## config.mk

```make
export PLATFORM = sky130hd
export DESIGN_NAME = flag_reg_stack
export DESIGN_NICKNAME = d
export VERILOG_FILES = /design/src/rtl/flag_reg_stack.sv
export SDC_FILE = /design/constraint.sdc
export NUM_CORES = 1
export LEC_CHECK = 0
export CORE_MARGIN = 3
export CORE_UTILIZATION = 30
export CTS_BUF_LIST = sky130_fd_sc_hd__clkbuf_4
export DETAILED_ROUTE_END_ITERATION = 8
export DONT_BUFFER_PORTS = 1
export GPL_ROUTABILITY_DRIVEN = 0
export PLACE_DENSITY = 0.56
export SYNTH_ARGS = -nofsm -noshare
export SYNTH_HDL_FRONTEND = slang
export SYNTH_SLANG_ARGS = --single-unit
```

## constraint.sdc

```tcl
create_clock -name CLK -period 3.55 [get_ports CLK]
set_clock_uncertainty 0.05 [all_clocks]
set_input_delay 0.355 -clock CLK [delete_from_list [all_inputs] [get_ports CLK]]
set_output_delay 0.355 -clock CLK [all_outputs]
set_load 0.1 [all_outputs]
```

## src/rtl/flag_reg_stack.sv

```systemverilog
// Working register with bitwise flag operations and a small LIFO of saved values.
// Stack underflow/overflow raises a sticky ERR; all outputs come straight from registered state.
module flag_reg_stack #(
  parameter int WIDTH = 8,
  parameter int DEPTH = 4
) (
  input  logic                       CLK,
  input  logic                       RESET,
  input  logic [2:0]                 OP,
  input  logic [WIDTH-1:0]           DATA_in,
  input  logic                       ERR_clr,
  output logic [WIDTH-1:0]           Q,
  output logic [WIDTH-1:0]           TOP,
  output logic [$clog2(DEPTH+1)-1:0] LEVEL,
  output logic                       FULL,
  output logic                       EMPTY,
  output logic                       ERR
);

  localparam int LW = $clog2(DEPTH + 1);
  localparam int IW = $clog2(DEPTH);
  localparam logic [LW-1:0] LVL_MAX = LW'(DEPTH);
  localparam logic [LW-1:0] LVL_ONE = LW'(1);

  typedef enum logic [2:0] {
    OP_NOP  = 3'd0,
    OP_LOAD = 3'd1,
    OP_SET  = 3'd2,
    OP_CLR  = 3'd3,
    OP_TOG  = 3'd4,
    OP_PUSH = 3'd5,
    OP_POP  = 3'd6,
    OP_SWAP = 3'd7
  } op_e;

  logic [WIDTH-1:0] r_q;
  logic [WIDTH-1:0] r_stack [DEPTH];
  logic [LW-1:0]    r_level;
  logic             r_err;

  op_e              w_op;
  logic             w_full;
  logic             w_empty;
  logic [IW-1:0]    w_top_idx;
  logic [IW-1:0]    w_push_idx;
  logic [WIDTH-1:0] w_top;

  assign w_op    = op_e'(OP);
  assign w_full  = (r_level == LVL_MAX);
  assign w_empty = (r_level == '0);

  // Index values are only meaningful when the matching guard (not empty / not full) holds.
  assign w_top_idx  = w_empty ? '0 : IW'(r_level - LVL_ONE);
  assign w_push_idx = w_full  ? '0 : IW'(r_level);

  // NOTE: every always_comb output gets a default first so no path leaves it unassigned (no latch).
  always_comb begin
    w_top = '0;
    if (!w_empty) w_top = r_stack[w_top_idx];
  end

  // NOTE: sequential state uses non-blocking assignments so every register sees pre-edge values;
  // that is what lets SWAP exchange Q and the top entry in a single edge.
  // NOTE: the stack array is reset along with the other state because reset must clear every entry.
  always_ff @(posedge CLK or negedge RESET) begin
    if (!RESET) begin
      r_q     <= '0;
      r_level <= '0;
      r_err   <= 1'b0;
      for (int i = 0; i < DEPTH; i++) r_stack[i] <= '0;
    end else begin
      if (ERR_clr) r_err <= 1'b0;

      case (w_op)
        OP_NOP:  ;
        OP_LOAD: r_q <= DATA_in;
        OP_SET:  r_q <= r_q | DATA_in;
        OP_CLR:  r_q <= r_q & ~DATA_in;
        OP_TOG:  r_q <= r_q ^ DATA_in;
        OP_PUSH: begin
          if (w_full) begin
            r_err <= 1'b1;
          end else begin
            r_stack[w_push_idx] <= r_q;
            r_level             <= r_level + LVL_ONE;
          end
        end
        OP_POP: begin
          if (w_empty) begin
            r_err <= 1'b1;
          end else begin
            r_q     <= r_stack[w_top_idx];
            r_level <= r_level - LVL_ONE;
          end
        end
        OP_SWAP: begin
          if (w_empty) begin
            r_err <= 1'b1;
          end else begin
            r_q                <= r_stack[w_top_idx];
            r_stack[w_top_idx] <= r_q;
          end
        end
        default: ;
      endcase
      // Error assignments above come after the ERR_clr clear, so a same-edge error wins.
    end
  end

  assign Q     = r_q;
  assign TOP   = w_top;
  assign LEVEL = r_level;
  assign FULL  = w_full;
  assign EMPTY = w_empty;
  assign ERR   = r_err;

endmodule

```

==> metrics.md <==
| Metric | Value |
|---|---|
| Synth top area cells | dfrtp_1 39%, mux2_2 12%, ha_1 9.7% |
| CTS tree | done |
| First-iteration detailed-routing DRC count | 75 |
| Number of global-route vias before repair | 2006 |
| Io pins | 36 |
| DRT Wirelength | 6340 um |
| Startpoint types | register |
| ANT cells | 0 |
| Post-route DRC | 0 |
| Setup TNS | 0 ps |
| CP endpoint kind | output port |
| Non-Filler Instances | 420 |
| Fmax | 0.316 GHz |
| Die height | 103 um |
| Reg area | 1100 sq um |
| Status | finished, final reports clean |
| Post-CTS Resized | 0 |
| Seq/Total Area, Yosys | 0.386 |
| Worst-path clk slew | 150 ps |
| Synth area leader | dfrtp_1 |
| Share of post-route cells with drive strength above 1 | 0.286 |
| RSZ-0062 raised after global routing | false |
| Top-count cell post-synth | dfrtp_1 |
| Maxcap violations | 0 |
| Total gr overflow | 0 |
| Worst Path Buf+Inv | 2 |
| Synth Warn # | 0 |
| Largest net degree at the start of global routing | 45 |
| Initial DRT Pass Iterations | 4 |
| CP Data Required Time | 3140 ps |
| Final Setup Violations | 0 |
| Overall die area | 10700 sq um |
| Slowest CP cell | nor2b_4 |
| Synth Cell Area | 2850 sq um |
| Delay-heaviest family, CP | simple AND/OR/NAND/NOR gates |
| Initial antenna violation count | 0 |
| Layout area overhead | 18.9% |
| Most used flip-flop cell after synthesis | dfrtp_1 |
| Setup CP Type | register to output port |
| Final Hold Fails | 0 |
| Tmin final | 3160 ps |
| Clock latency at the later pin of the worst-skew pair | 360 ps |
| Number of port buffers | 0 |
| WP data arrival | 2760 ps |
| Avg WL per Cell | 15.1 um |
| CTS buffer count | 5 |
| FP Rows | 34 |
| Die width | 103 um |
| Post-synth top area share | 0.386 |
| Fin. max-slew vios | 0 |
| Multi-input logic area | 1630 sq um |
| Post-synth EDFFs | 0 |
| Tcrit/Tclk final | 0.890 |
| Asr flop ratio synth | 1.00 |
| ANT nets after route | 0 |
| Gate Count Post-Synth | 279 |
| #FFs+latches synth | 44 |
| CP Cell Sequence | clkinv_1, ha_1, nor2b_4, nor2_1, a22o_1, nor2_4, buf_12 |
| Worst path max stage delay | 580 ps |
| List of most frequent post-synthesis cells | 44 x dfrtp_1, 31 x mux2_2, 29 x inv_1 |
| Dpl cells | 409 |
| Hpwl dp | 4720 um |
| Synth cell types | 34 |
| Critical Path Fanout Max | 20 |
| Clock Sinks | 44 |
| Detailed-route via count | 2053 |
| Syn_nets | 315 |
| Layout Nets | 329 |
| H-tree Lvls | 2 |
| Syn_area_per_cell | 10.2 sq um |
| Core area | 8980 sq um |
| First-pass GRT wire length | 10600 um |
| CTS Root Cell | clkbuf_4 |
| Vias/cell | 4.89 |
| Hold Path Class | primary input to register |
| Fill cell count | 892 |
| Actual slew at the worst max-slew pin | 973 ps |
| Worst slew margin | 0.356 |
| Clock Tree Buf Depth | 2 |
| Total track usage | 0.126 |
| Initial Util | 0.318 |
| Post-CTS Setup Inserts | 0 |
-- cell usage in the layout, fill, tap and decap left out, types with 3 or more instances in the layout --
cell type	instances
dfrtp_1	43
nor2_4	8
o22ai_1	9
nor2b_1	10
mux2i_1	12
nor3b_1	8
xor2_1	3
buf_12	8
nor2_1	3
or2_2	8
buf_4	12
ha_1	22
a22o_1	8
o221ai_1	9
xnor2_1	3
o211ai_1	9
a22oi_1	8
mux2_2	31
clkbuf_4	5
inv_1	29
o21ai_0	10
nand2_1	12
-- cell families after synthesis --
| logic type | Yosys count | synth area share |
|---|---|---|
| AOI/OAI and AO/OA | 61 | 0.158 |
| and+or+nand+nor | 57 | 0.112 |
| buffers and inverters | 46 | 0.0641 |
| DFF | 44 | 0.386 |
| muxes | 43 | 0.165 |
| adders and majority gates | 22 | 0.0966 |
| xor gates and xnor gates | 6 | 0.0184 |
-- final timing paths --
path / startpoint / endpoint / slack [ps] / depth (start not counted)
setup / recovery: LEVEL[0]$_DFFE_PN0P_ / TOP[2] / 390 / 7
hold / removal: OP[2] / ERR$_DFF_PN0_ / 80 / 2
setup reg to reg: LEVEL[0]$_DFFE_PN0P_ / Q[6]$_DFFE_PN0P_ / 860 / 6
hold reg to reg: r_stack[19]$_DFFE_PN0P_ / r_stack[19]$_DFFE_PN0P_ / 460 / 1
max in group asynchronous: RESET / r_stack[11]$_DFFE_PN0P_ / 2800 / 2
min in group asynchronous: RESET / r_stack[30]$_DFFE_PN0P_ / 430 / 2
-- layer usage --
| layer | routed length (um) | track usage | share of wire | vias to the layer above |
|---|---|---|---|---|
| met1 | 3080 | 0.175 | 0.49 | 984 |
| met3 | 265 | 0.0315 | 0.042 | 12 |
| li1 | - | - | - | 1013 |
| met4 | 104 | 0.0339 | 0.016 | 0 |
| met2 | 2890 | 0.194 | 0.46 | 44 |
| met5 | 0 | 0 | 0 | - |
-- registers in the layout, summed over array words and instances, names as in the netlist --
name,flops
LEVEL,3
Q,8
r_stack,32
ERR,1
-- repair_timing --
item                                    CTS  global route
endpoints found under the hold margin    44             1
endpoints found under the setup margin    0             0
hold buffers                              2             1
-- cell type report --
class | count | share of cell area
Sequential cell | 44 | 0.325
Clock inverter | 3 | 0.0140
Timing Repair Buffer | 23 | 0.0879
Tap cell | 126 | 0.0465
Multi-Input combinational cell | 189 | 0.482
Clock buffer | 5 | 0.0111
Inverter | 30 | 0.0332
-- through the flow --
stage               area (sq um)   util  setup slack, ps  hold WS, ps
finish                      3390  0.378              389         81.8
detailed placement          3260  0.363              796         11.2
floorplan                   2910      -             55.9         9.41
global route                3390  0.378              188         58.2
global placement            3260  0.363              872         11.4
CTS                         3380  0.376              375        0.184
Power is not shown: default switching activity piles up to over one toggle a cycle in this logic, so the estimate is an artifact.
